[src/rtl/dac_arb.sv]
// dac_arb: round-robin arbiter and sequencer for the shared AD5331 DAC
// control register port. Each granted requester gets one register write,
// the controller busy flag is tracked through the conversion, then the
// requester is acknowledged (with err on abort/timeout). Power-down changes
// on pd_en are pushed to the DAC as internal writes that take priority.
//
// Optional build macro: DAC_ARB_FIXED_PRIO_EN
//   defined   -> requester 0 wins over the round-robin choice when set;
//                requesters 1..N-1 stay round-robin among themselves.
//   undefined -> pure round-robin across all N requesters.
module dac_arb #(
   parameter int unsigned N       = 4,
   parameter int unsigned TIMEOUT = 255,
   parameter int unsigned HI_WIN  = 3
) (
   input  logic            clk,
   input  logic            rst_,
   input  logic [N-1:0]    req,
   input  logic [N*10-1:0] req_code,
   input  logic [N-1:0]    req_clr,
   output logic [N-1:0]    ack,
   output logic            err,
   output logic [2:0]      grant_id,
   output logic            arb_busy,
   input  logic            pd_en,
   output logic            dac_valid,
   output logic            dac_sel,
   output logic            dac_rd_wr,
   output logic [31:0]     dac_wdata,
   input  logic            dac_busy
);

   // Register field positions, matching DAN_DAC_1 / CLR_DAC_1 / PD_DAC
   // of g_define.vh.
   localparam int unsigned CODE_LSB = 0;
   localparam int unsigned CLR_BIT  = 10;
   localparam int unsigned PD_BIT   = 11;

   // One counter serves both wait windows; size it for the larger one.
   localparam int unsigned CMAX = (TIMEOUT > HI_WIN) ? TIMEOUT : HI_WIN;
   localparam int unsigned CW   = $clog2(CMAX + 1);

   typedef enum logic [2:0] {
      IDLE,
      ISSUE,
      WAIT_HI,
      WAIT_LO,
      DONE
   } state_t;

   state_t          state;
   state_t          next_state;

   logic [CW-1:0]   cnt;
   logic [2:0]      ptr;
   logic            pd_last;
   logic            internal_op;
   logic            err_flag;
   logic [9:0]      last_code;

   logic            found;
   int unsigned     pick_i;
   logic [2:0]      pick;
   logic [9:0]      pick_code;
   logic            pick_clr;

   logic            start_pd;
   logic            start_req;
   logic            fail;

   function automatic logic [31:0] pack_word(input logic [9:0] code,
                                             input logic       clr,
                                             input logic       pd);
      logic [31:0] w;
      w                   = '0;
      w[CODE_LSB +: 10]   = code;
      w[CLR_BIT]          = clr;
      w[PD_BIT]           = pd;
      return w;
   endfunction

   assign dac_rd_wr = 1'b1;

   // Pick the first pending requester searching upward from ptr+1 (mod N).
   always_comb begin
      int unsigned idx;
      found  = 1'b0;
      pick_i = 0;
      idx    = 0;
      for (int unsigned k = 1; k <= N; k++) begin
         idx = {29'd0, ptr} + k;
         if (idx >= N) idx = idx - N;
         if (!found && req[idx]) begin
            found  = 1'b1;
            pick_i = idx;
         end
      end
`ifdef DAC_ARB_FIXED_PRIO_EN
      if (req[0]) begin
         found  = 1'b1;
         pick_i = 0;
      end
`else
`endif
   end

   assign pick      = 3'(pick_i);
   assign pick_code = req_code[pick_i*10 +: 10];
   assign pick_clr  = req_clr[pick_i];

   // State register.
   always_ff @(posedge clk or negedge rst_) begin
      if (!rst_) state <= IDLE;
      else       state <= next_state;
   end

   // Next-state decode and per-state outputs.
   always_comb begin
      next_state = state;
      ack        = '0;
      err        = 1'b0;
      dac_valid  = 1'b0;
      dac_sel    = 1'b0;
      arb_busy   = (state != IDLE);
      start_pd   = 1'b0;
      start_req  = 1'b0;
      fail       = 1'b0;
      case (state)
         IDLE: begin
            if (pd_en != pd_last) begin
               start_pd   = 1'b1;
               next_state = ISSUE;
            end else if (pd_en && found) begin
               start_req  = 1'b1;
               next_state = ISSUE;
            end
         end
         ISSUE: begin
            dac_valid  = 1'b1;
            dac_sel    = 1'b1;
            next_state = WAIT_HI;
         end
         WAIT_HI: begin
            if (dac_busy) begin
               next_state = WAIT_LO;
            end else if (cnt == CW'(HI_WIN - 1)) begin
               fail       = 1'b1;
               next_state = DONE;
            end
         end
         WAIT_LO: begin
            // Power loss aborts a requester op; an internal pd write is the
            // very thing changing power, so it is exempt.
            if (!pd_en && !internal_op) begin
               fail       = 1'b1;
               next_state = DONE;
            end else if (!dac_busy) begin
               next_state = DONE;
            end else if (cnt == CW'(TIMEOUT - 1)) begin
               fail       = 1'b1;
               next_state = DONE;
            end
         end
         DONE: begin
            if (!internal_op) begin
               ack = N'(1) << grant_id;
               err = err_flag;
            end
            next_state = IDLE;
         end
         default: next_state = IDLE;
      endcase
   end

   // Wait counter: cleared on every state change, counts while waiting.
   always_ff @(posedge clk or negedge rst_) begin
      if (!rst_) begin
         cnt <= '0;
      end else if (state != next_state) begin
         cnt <= '0;
      end else if (state == WAIT_HI || state == WAIT_LO) begin
         cnt <= cnt + CW'(1);
      end
   end

   // Operation launch: latch register word, owner and op kind.
   always_ff @(posedge clk or negedge rst_) begin
      if (!rst_) begin
         dac_wdata   <= '0;
         grant_id    <= '0;
         pd_last     <= 1'b0;
         internal_op <= 1'b0;
      end else if (start_pd) begin
         dac_wdata   <= pack_word(last_code, 1'b0, pd_en);
         pd_last     <= pd_en;
         internal_op <= 1'b1;
      end else if (start_req) begin
         dac_wdata   <= pack_word(pick_code, pick_clr, 1'b1);
         grant_id    <= pick;
         internal_op <= 1'b0;
      end
   end

   // Error flag for the operation in flight.
   always_ff @(posedge clk or negedge rst_) begin
      if (!rst_)                       err_flag <= 1'b0;
      else if (start_pd || start_req)  err_flag <= 1'b0;
      else if (fail)                   err_flag <= 1'b1;
   end

   // Completion bookkeeping: rotate pointer, remember last good code.
   always_ff @(posedge clk or negedge rst_) begin
      if (!rst_) begin
         ptr       <= 3'(N - 1);
         last_code <= '0;
      end else if (state == DONE && !internal_op) begin
         ptr <= grant_id;
         if (!err_flag && !dac_wdata[CLR_BIT])
            last_code <= dac_wdata[CODE_LSB +: 10];
      end
   end

endmodule

[config.mk]
export PLATFORM = sky130hd
export DESIGN_NAME = dac_arb
export DESIGN_NICKNAME = d
export VERILOG_FILES = /design/src/rtl/dac_arb.sv
export SDC_FILE = /design/constraint.sdc
export NUM_CORES = 1
export LEC_CHECK = 0
export ABC_AREA = 1
export CAP_MARGIN = 20
export CORE_AREA = 5 5 117 86
export CTS_BUF_LIST = sky130_fd_sc_hd__clkbuf_4 sky130_fd_sc_hd__clkbuf_8
export DETAILED_ROUTE_END_ITERATION = 12
export DIE_AREA = 0 0 122 91
export PLACE_DENSITY = 0.82
export SYNTH_ARGS = -nofsm -noshare
export SYNTH_HDL_FRONTEND = slang
export SYNTH_SLANG_ARGS = --single-unit
[constraint.sdc]
create_clock -name clk -period 6 [get_ports clk]
set_clock_uncertainty 0.05 [all_clocks]
set_input_delay 1.2 -clock clk [delete_from_list [all_inputs] [get_ports clk]]
set_output_delay 1.2 -clock clk [all_outputs]
set_load 0.005 [all_outputs]
After elaboration in Yosys (flattened, before gate mapping)
Index checks and enable logic that the tools add are counted.
- flip-flop bits (word level): 62
- input bits: 52
- output and inout bits: 44
- logic and storage cells: 116
- add/sub/neg operators: 9
- multipliers: 1
- $lt $le $gt $ge: 9
- equality and inequality tests: 8
- shifts and indexed selects: 2
- muxes and demuxes: 54
- bitwise gates (word level): 1
- reduce and logical (&&, ||, !) cells: 23
- operators with widths (operator ; number):
    $mux W32 ; 10
    $lt A32 B3 Y1 const B ; 5
    $shiftx A40 B33 Y10 ; 1
    $mul A32 B3 Y31 const B ; 1
    $mux W1 ; 26
    $mux W3 ; 7
    $sub A4 B3 Y5 const B ; 4
    $ge A4 B3 Y1 const B ; 4
    $mux W8 ; 2
    $pmux W3 S4 ; 1
    $bmux W1 S2 ; 5
    $add A3 B2 Y4 const B ; 2
    $add A8 B1 Y8 const B ; 1
    $eq A8 B2 Y1 const B ; 1
    $eq A8 B8 Y1 const B ; 1
    $mux W4 ; 2
    $logic_and A1 B1 Y1 ; 7
    $logic_not A1 Y1 ; 7
    $eq A3 B2 Y1 const B ; 2
    $reduce_bool A2 Y1 ; 3
    $add A3 B1 Y4 const B ; 1
    $add A3 B3 Y4 const B ; 1
    $reduce_and A2 Y1 ; 2
    $shl A1 B3 Y4 const A ; 1
    9 further kinds ; 10

Logic depth before layout (Yosys ltp)
Gate-level depths: netlist (run 1).
- word-level depth: 21
- depth in mapped cells: 32
- mapped depth without buffers: 28

Worst setup path after synthesis (run 1)
OpenSTA, ideal clock, no wires.
- path kind: input port to flip-flop
- start point: input req[2]
- end point: register dac_wdata[2]
- setup time: 0.066 ns
- arrival time: 4.437 ns
- data required time: 5.884 ns
- setup slack: 1.447 ns
- cell stages on the path: 24
- path buffers: 2
- path through: inv_1 -> nand2_1 -> nand3_2 -> nand2_4 -> nor2_4 -> nand2_1 -> nand2_1 -> nand2_1 -> nand2_2 -> buf_6 -> buf_4 -> ha_1 -> ha_1 -> fa_1 -> inv_1 -> nor4_1 -> inv_1 -> nor2_1 -> inv_1 -> o21ai_1 -> a31oi_1 -> nand2_1 -> nand2_1 -> nand2_1
- elaborated cells between the ends (all ways): 31
- classes of those cells: mul (1); shift (1); mux (21); reduce/logical (8)
- RTL lines (element ; line ; source):
    start: declaration ; 18 ; input logic [N-1:0] req,
    $bmux W1 S2 ; 93 ; if (!found && req[idx]) begin
    $mux W1 (not written as such) ; 93 ;
    $mux W1 ; 93 ;
    $logic_not A1 Y1 ; 93 ;
    $logic_and A1 B1 Y1 ; 93 ;
    $mux W1 ; 93 ;
    $logic_not A1 Y1 ; 93 ;
    $logic_and A1 B1 Y1 ; 93 ;
    $mux W1 ; 93 ;
    $logic_not A1 Y1 ; 93 ;
    $logic_and A1 B1 Y1 ; 93 ;
    $mux W32 (*) ; 93 ;
    via pick_i[1] ; 62 ; int unsigned pick_i;
    $mul A32 B3 Y31 (*) ; 108 ; assign pick_code = req_code[pick_i*10 +: 10];
    $shiftx A40 B33 Y10 (*) ; 108 ;
    $mux W32 (*) ; 197 ; end else if (start_req) begin
    $mux W32 (*) ; 193 ; end else if (start_pd) begin
    end signal: assignment ; 194 ; dac_wdata <= pack_word(last_code, 1'b0, pd_en);
    end signal: assignment ; 198 ; dac_wdata <= pack_word(pick_code, pick_clr, 1'b1);
    end: declaration ; 29 ; output logic [31:0] dac_wdata,
The timed path passes the listed nets; every way through them passes the cells marked *. The select of a mux whose other input is x is not followed.
A chain may end at the register's enable or synchronous reset.

Worst setup path after layout (run 1)
- start point: input req[0]
- end point: register dac_wdata[3]
Same word-level chain as after synthesis.

==> summary.txt, run 1 <==
CTS
  – CTS resizes: 0
  – CTS buffer count: 5
  – Clk buf depth: 2
  – H-tree lvl count: 2
  – Clock root cell: clkbuf_8
  – Clock sinks: 42
  – CTS tree: yes
  – Clk_lat worst skew: 0.30 ns
  – Clock Pin Slew Worst Setup and Hold Paths: 0.09 ns
  – Hold buffer count at CTS: 0
  – Postcts setup bufs: 0

Logic synthesis
  – Largest family of logic cells by synthesized area: simple AND/OR/NAND/NOR gates
  – Primary FF master, synth: dfrtp_1
  – Syn Area/Cell: 6.11 µm²
  – Mapped Area: 4610 µm²
  – Post-synthesis cell type count: 45
  – Adder-cell area share of the yosys netlist: 0.0342
  – Synth Instances: 755
  – Synth warnings: 0
  – Async SR Flop Fraction: 1.00
  – Simple-Gate Fraction of Synth Area: 0.416
  – Compound-Gate Fraction of Synth Area: 0.147
  – Seq/Total Area, Yosys: 0.228
  – Synth Area in XOR/XNOR: 0.00380
  – Mux share of post-synthesis cell area: 0
  – Number of flops mapped to enable cells by yosys: 0
  – Synth Register Bits: 42

Power
  – Int Pwr: 1.47 mW
  – Static Leak: 2.65 nW
  – Maximum vdd drop: 0.340 mV
  – Comb pwr share: 0.787
  – Total power draw: 3.56 mW
  – P_sw: 2.09 mW
  – Switch share: 0.586
  – Pwr dens: 664 nW/µm²
  – Seq pwr share: 0.133
  – Clock share of power: 0.079

GRT
  – Tot GR Track Use: 0.255
  – Vias in the first global route: 4,730
  – Grt ovf: 0
  – Largest net degree at the start of global routing: 74
  – Wire length of the first global-routing pass: 23,300 µm
  – Initial antenna violation count: 0

STA
  – Hold Violations, Final: 0
  – Setup_tns: 0 ns
  – Max-Slew Margin vs Limit: 0.376
  – Period minus WS final: 5.24 ns
  – Period utilisation layout: 0.873
  – Setup slack after layout: 0.764 ns
  – FMAX: 0.191 GHz
  – Worst-Margin Slew: 0.936 ns
  – RSZ-0062 raised after global routing: no
  – Setup violations, final: 0
  – Max-slew violation count: 0

Critical path
  – Worst path required time: 6.15 ns
  – Kind of critical path: input pin to register
  – Crit path capture type: register
  – Critical Path Fanout Max: 17
  – CP arrival: 5.39 ns
  – Startpoint types: input pin

Place
  – # port buffers: 74
  – Cells after DPL: 919
  – Dpl ws: 0.591 ns
  – DP Area: 5220 µm²
  – Detail Placement HPWL: 10,600 µm
  – RePlAce Congestion: 0.990

Detailed routing
  – DRT Wirelength: 14,200 µm
  – WL per Instance: 15.3 µm
  – TritonRoute pass-1 iters: 5
  – Initial DRC count: 701
  – Detail-routed via count per cell: 5.63
  – DRC: 0
  – Post-DRT Antenna Nets: 0
  – Vias after detailed routing: 5,221

Cells and area
  – Diode count: 0
  – Share of cells above drive strength 1: 0.0548
  – Post-route cell area: 5360 µm²
  – Commonest non-fill, non-tap cells in the layout: nand2_1 (176), nand3_1 (110), inv_1 (93)
  – Storage cell area: 1050 µm²
  – Leading cell type in the layout, fill and taps excluded: nand2_1
  – # fillers: 865
  – Syn-to-layout area delta: 16.3%
  – Multi-input logic area: 2860 µm²
  – Non-filler cells, final: 927
  – Total Nets Final: 866

Floorplanning
  – DIE AREA: 11,100 µm²
  – Io pins: 96
  – Rows: 29
  – Core Area: 8820 µm²
  – DIE WIDTH: 122 µm
  – Starting Density: 0.523
  – Die Span Y: 91 µm

Outcome
  – Status: complete, no violations

Run
  – Max_cap viols: 0

Min path
  – Worst Hold Class: register to register
==> worst max-delay path, stage by stage <==
cell and delay [ns]:
clkdlybuf4s50_1 0.46, nand2_1 0.14, nand2_4 0.08, nand2_4 0.06, nand2_4 0.07, nor2_4 0.15
nand2_1 0.13, o311ai_0 0.67, ha_1 0.27, ha_1 0.19, nand3_1 0.11, a21o_1 0.18
nand2_1 0.07, clkinv_1 0.41, nand2_1 0.21, o21ai_0 0.23, nand2_1 0.13, nand2_1 0.06
nand2_1 0.05, nand2_1 0.06, nand2_1 0.13, nand2_1 0.07, nand2_1 0.06, nand2_1 0.06
nand2_1 0.07, nand2_1 0.05
==> power by group through the flow <==
stage	logic (mW)	clock network [mW]	registers, mW
2_1_floorplan	2.14	0	0.456
3_3_place_gp	2.70	0	0.472
3_5_place_dp	2.71	0	0.477
4_1_cts	2.73	0.284	0.473
5_1_grt	3.09	0.299	0.487
6_report	2.81	0.282	0.476
==> synth_stat cells (12+ instances only) <==
library cell	instances	share of area
a21oi_1	38	0.041
nor3_1	12	0.013
inv_1	93	0.076
nand2_1	176	0.14
o21ai_1	13	0.014
dfrtp_1	40	0.22
buf_4	27	0.044
o21ai_0	31	0.034
o211ai_1	13	0.021
nand4_1	30	0.041
nand3_1	110	0.12
clkbuf_1	14	0.011
nor2_1	67	0.055
==> logic make-up after synthesis <==
family / Yosys count
AND/OR/NAND/NOR: 419
buffers and inverters: 160
AO/OA/AOI/OAI: 118
flip-flops: 42
adder cells (fa/ha/maj): 12
XOR/XNOR: 2
other: 2
==> routing by layer <==
metal  track usage  vias to the layer above  wire length (µm)
li1              -                     2540                 -
met1         0.386                     2411              6550
met2         0.374                      255              6080
met3        0.0621                       15              1450
met4        0.0420                        0               131
met5             0                        -                 0
==> per-stage QoR <==
step | utilization | hold slack [ns]
floorplan | - | 0.403
global placement | 0.592 | 0.423
detailed placement | 0.592 | 0.436
CTS | 0.608 | 0.457
global route | 0.608 | 0.482
finish | 0.608 | 0.453
==> flip-flops by register name (all words and copies together) (netlist names) <==
signal and cells:
err_flag 1, dac_wdata 12, pd_last 1, cnt 8
internal_op 1, ptr 3, state 3, grant_id 3
last_code 10
==> area by class of cell <==
cell class,instances,share of cell area
inverter,100,0.0709
multi-input combinational,574,0.533
tap,124,0.0289
clock inverter,2,0.0112
sequential,42,0.196
clock buffer,6,0.0154
timing repair buffer,79,0.144
==> path summary, 6_finish.rpt <==
path | from | end | slack [ns] | cells after the start
max reg2reg | ptr[0]$_DFFE_PN1P_ | dac_wdata[3]$_DFFE_PN0N_ | 0.99 | 26
min in group asynchronous | rst_ | dac_wdata[2]$_DFFE_PN0N_ | 0.98 | 1
max in group asynchronous | rst_ | cnt[2]$_DFFE_PN0P_ | 4.34 | 1
max | req[0] | dac_wdata[3]$_DFFE_PN0N_ | 0.76 | 26
min | last_code[1]$_DFFE_PN0P_ | last_code[1]$_DFFE_PN0P_ | 0.45 | 2
min reg2reg | last_code[1]$_DFFE_PN0P_ | last_code[1]$_DFFE_PN0P_ | 0.45 | 2
(Power assumes the default switching activity.)
==> run 2, diff against run 1 <==
--- a/config.mk
+++ b/config.mk
@@ -8,7 +8,7 @@
 export ABC_AREA = 1
 export CAP_MARGIN = 20
 export CORE_AREA = 5 5 117 86
-export CTS_BUF_LIST = sky130_fd_sc_hd__clkbuf_4 sky130_fd_sc_hd__clkbuf_8
+export CTS_BUF_LIST = sky130_fd_sc_hd__clkbuf_8
 export DETAILED_ROUTE_END_ITERATION = 12
 export DIE_AREA = 0 0 122 91
 export PLACE_DENSITY = 0.82
==> results of run 2 <==
Final layout, timing and power as in run 1 (identical DEF).
==> run 3, diff against run 2 <==
--- a/config.mk
+++ b/config.mk
@@ -7,11 +7,14 @@
 export LEC_CHECK = 0
 export ABC_AREA = 1
 export CAP_MARGIN = 20
-export CORE_AREA = 5 5 117 86
+export CELL_PAD_IN_SITES_DETAIL_PLACEMENT = 0
+export CELL_PAD_IN_SITES_GLOBAL_PLACEMENT = 2
+export CORE_AREA = 5 5 160 116
 export CTS_BUF_LIST = sky130_fd_sc_hd__clkbuf_8
 export DETAILED_ROUTE_END_ITERATION = 12
-export DIE_AREA = 0 0 122 91
-export PLACE_DENSITY = 0.82
+export DIE_AREA = 0 0 165 121
+export HOLD_SLACK_MARGIN = 0.05
+export PLACE_DENSITY_LB_ADDON = 0.1
 export SYNTH_ARGS = -nofsm -noshare
 export SYNTH_HDL_FRONTEND = slang
 export SYNTH_SLANG_ARGS = --single-unit
==> run 3 against run 2 <==
  * Total power grew 3.2%
  * Non-clock buffer count grew 5
  * Worst hold slack lost 0.0032 ns
  * Worst setup slack gained 0.024 ns
  * Register-to-register slack gained 0.02 ns
  * Flip-flop and latch count is the same
==> summary.txt, run 3 (same netlist as run 1, synthesis figures left out) <==
Outcome
  – Status: complete, no violations

Cells and area
  – Syn-to-layout area delta: 20.5%
  – Commonest non-fill, non-tap cells in the layout: nand2_1 (176), nand3_1 (110), inv_1 (93)
  – Diode count: 0 (unchanged)
  – Largest register FFs: 12 (unchanged)
  – Reg with most FFs: dac_wdata
  – Multi-input logic area: 2860 µm² (unchanged)
  – Largest regs: dac_wdata x12, last_code x10, cnt x8
  – Total Nets Final: 871 (+0.58%)
  – Share of cells above drive strength 1: 0.0606 (+0.00585)
  – # fillers: 1,905 (+120%)
  – Storage cell area: 1050 µm² (unchanged)
  – Leading cell type in the layout, fill and taps excluded: nand2_1
  – Non-filler cells, final: 1,039 (+12%)

CTS
  – Clock root cell: clkbuf_8
  – CTS resizes: 0 (unchanged)
  – Postcts setup bufs: 0 (unchanged)
  – Clk buf depth: 2 (unchanged)
  – Clock Pin Slew Worst Setup and Hold Paths: 0.09 ns (about the same)
  – Clock sinks: 42 (unchanged)
  – CTS tree: yes
  – H-tree lvl count: 2 (unchanged)
  – Clk_lat worst skew: 0.31 ns (about the same)
  – Hold buffer count at CTS: 0 (unchanged)
  – CTS buffer count: 5 (unchanged)

Floorplanning
  – Io pins: 96 (unchanged)
  – DIE WIDTH: 165 µm (+35%)
  – Rows: 40 (+38%)
  – DIE AREA: 20,000 µm² (+80%)
  – Die Span Y: 121 µm (+33%)
  – Core Area: 16,800 µm² (+91%)
  – Starting Density: 0.274 (-0.249)

GRT
  – Tot GR Track Use: 0.167 (-0.0883)
  – Largest net degree at the start of global routing: 74 (unchanged)
  – Vias in the first global route: 4,910 (+3.8%)
  – Grt ovf: 0 (unchanged)
  – Initial antenna violation count: 0 (unchanged)
  – Wire length of the first global-routing pass: 26,600 µm (+14%)

Critical path
  – Cell mode on critical path: nand2_1
  – Kind of critical path: input pin to register
  – CP arrival: 5.41 ns (+0.02 ns)
  – CP max stage delay: 0.60 ns (-0.07 ns)
  – Startpoint types: input pin
  – Crit path capture type: register
  – Critical Path Fanout Max: 6 (-11)
  – Critical path's slowest cell: o311ai_0
  – FF-to-FF setup slack: 1.01 ns (+0.02 ns)
  – Worst path required time: 6.20 ns (+0.05 ns)

Detailed routing
  – DRC: 0 (unchanged)
  – Post-DRT Antenna Nets: 0 (unchanged)
  – Vias after detailed routing: 5,058 (-3.1%)
  – Initial DRC count: 461 (-34%)
  – WL per Instance: 16.0 µm (+4.1%)
  – Detail-routed via count per cell: 4.87 (-14%)
  – DRT Wirelength: 16,600 µm (+17%)
  – TritonRoute pass-1 iters: 5 (unchanged)

Power
  – Maximum vdd drop: 0.326 mV (-4.0%)
  – Pwr dens: 662 nW/µm² (-0.38%)
  – Static Leak: 2.68 nW (+1.0%)
  – Total power draw: 3.68 mW (+3.2%)

STA
  – Hold Violations, Final: 0 (unchanged)
  – FMAX: 0.192 GHz (+0.47%)
  – Worst hold slack: 0.450 ns (-0.00318 ns)
  – Worst-Margin Slew: 0.733 ns (-0.203 ns)
  – Max-slew violation count: 0 (unchanged)
  – Period minus WS final: 5.21 ns (-0.0243 ns)
  – RSZ-0062 raised after global routing: no
  – Setup_tns: 0 ns (unchanged)
  – Period utilisation layout: 0.869 (-0.00405)
  – Setup slack after layout: 0.788 ns (+0.0243 ns)
  – Setup violations, final: 0 (unchanged)
  – Max-Slew Margin vs Limit: 0.511 (+0.135)

Place
  – RePlAce Congestion: 0.856 (-14%)
  – Dpl ws: 0.500 ns (-0.0911 ns)
  – Detail Placement HPWL: 12,700 µm (+19%)
  – Cells after DPL: 1,030 (+12%)
  – # port buffers: 74 (unchanged)

Min path
  – Worst Hold Class: register to register

Run
  – Max_cap viols: 0 (unchanged)
-- run 3: cell types whose count changed in the layout (fill, tap and decap cells not counted), sizes merged --
cell,before,now
clkbuf,6,5
buf,6,11
clkinv,1,2
-- run 3: final cells by class --
class                           count  share of cell area
Clock buffer                        5              0.0124
Clock inverter                      3              0.0124
Inverter                          100              0.0685
Multi-Input combinational cell    574               0.515
Sequential cell                    42               0.190
Tap cell                          231              0.0520
Timing Repair Buffer               84               0.150
-- run 3: stage by stage --
step                utilization  cell area (µm²)
global route              0.330             5560
CTS                       0.329             5540
finish                    0.330             5560
detailed placement        0.321             5400
global placement          0.321             5400
floorplan                     -             4690
-- run 3: final timing paths --
check / startpoint / end / depth (start not counted)
setup / recovery: req[0] / dac_wdata[3]$_DFFE_PN0N_ / 26
hold / removal: last_code[1]$_DFFE_PN0P_ / last_code[1]$_DFFE_PN0P_ / 2
setup reg to reg: ptr[0]$_DFFE_PN1P_ / dac_wdata[3]$_DFFE_PN0N_ / 26
hold reg to reg: last_code[1]$_DFFE_PN0P_ / last_code[1]$_DFFE_PN0P_ / 2
max in group asynchronous: rst_ / ptr[1]$_DFFE_PN1P_ / 2
min in group asynchronous: rst_ / dac_wdata[7]$_DFFE_PN0N_ / 1
-- run 3: routing by layer --
metal | wire length [µm] | vias up | global-route usage
met5 | 0 | - | 0
met3 | 914 | 12 | 0.0258
li1 | - | 2557 | -
met1 | 8900 | 2348 | 0.267
met2 | 6570 | 141 | 0.234
met4 | 185 | 0 | 0.0255
-- run 3: critical path, delay by kind of cell --
family / cells / cell delay [ns]
AO/OA/AOI/OAI: 3 / 1.22
adder cells (fa/ha/maj): 2 / 0.56
buffers and inverters: 2 / 0.67
AND/OR/NAND/NOR: 19 / 1.75
-- run 3: power by group --
| group | total (mW) | switching [mW] | internal, mW |
|---|---|---|---|
| Combinational | 2.93 | 1.99 | 0.933 |
| Clock | 0.276 | 0.109 | 0.167 |
| Sequential | 0.474 | 0.0848 | 0.390 |
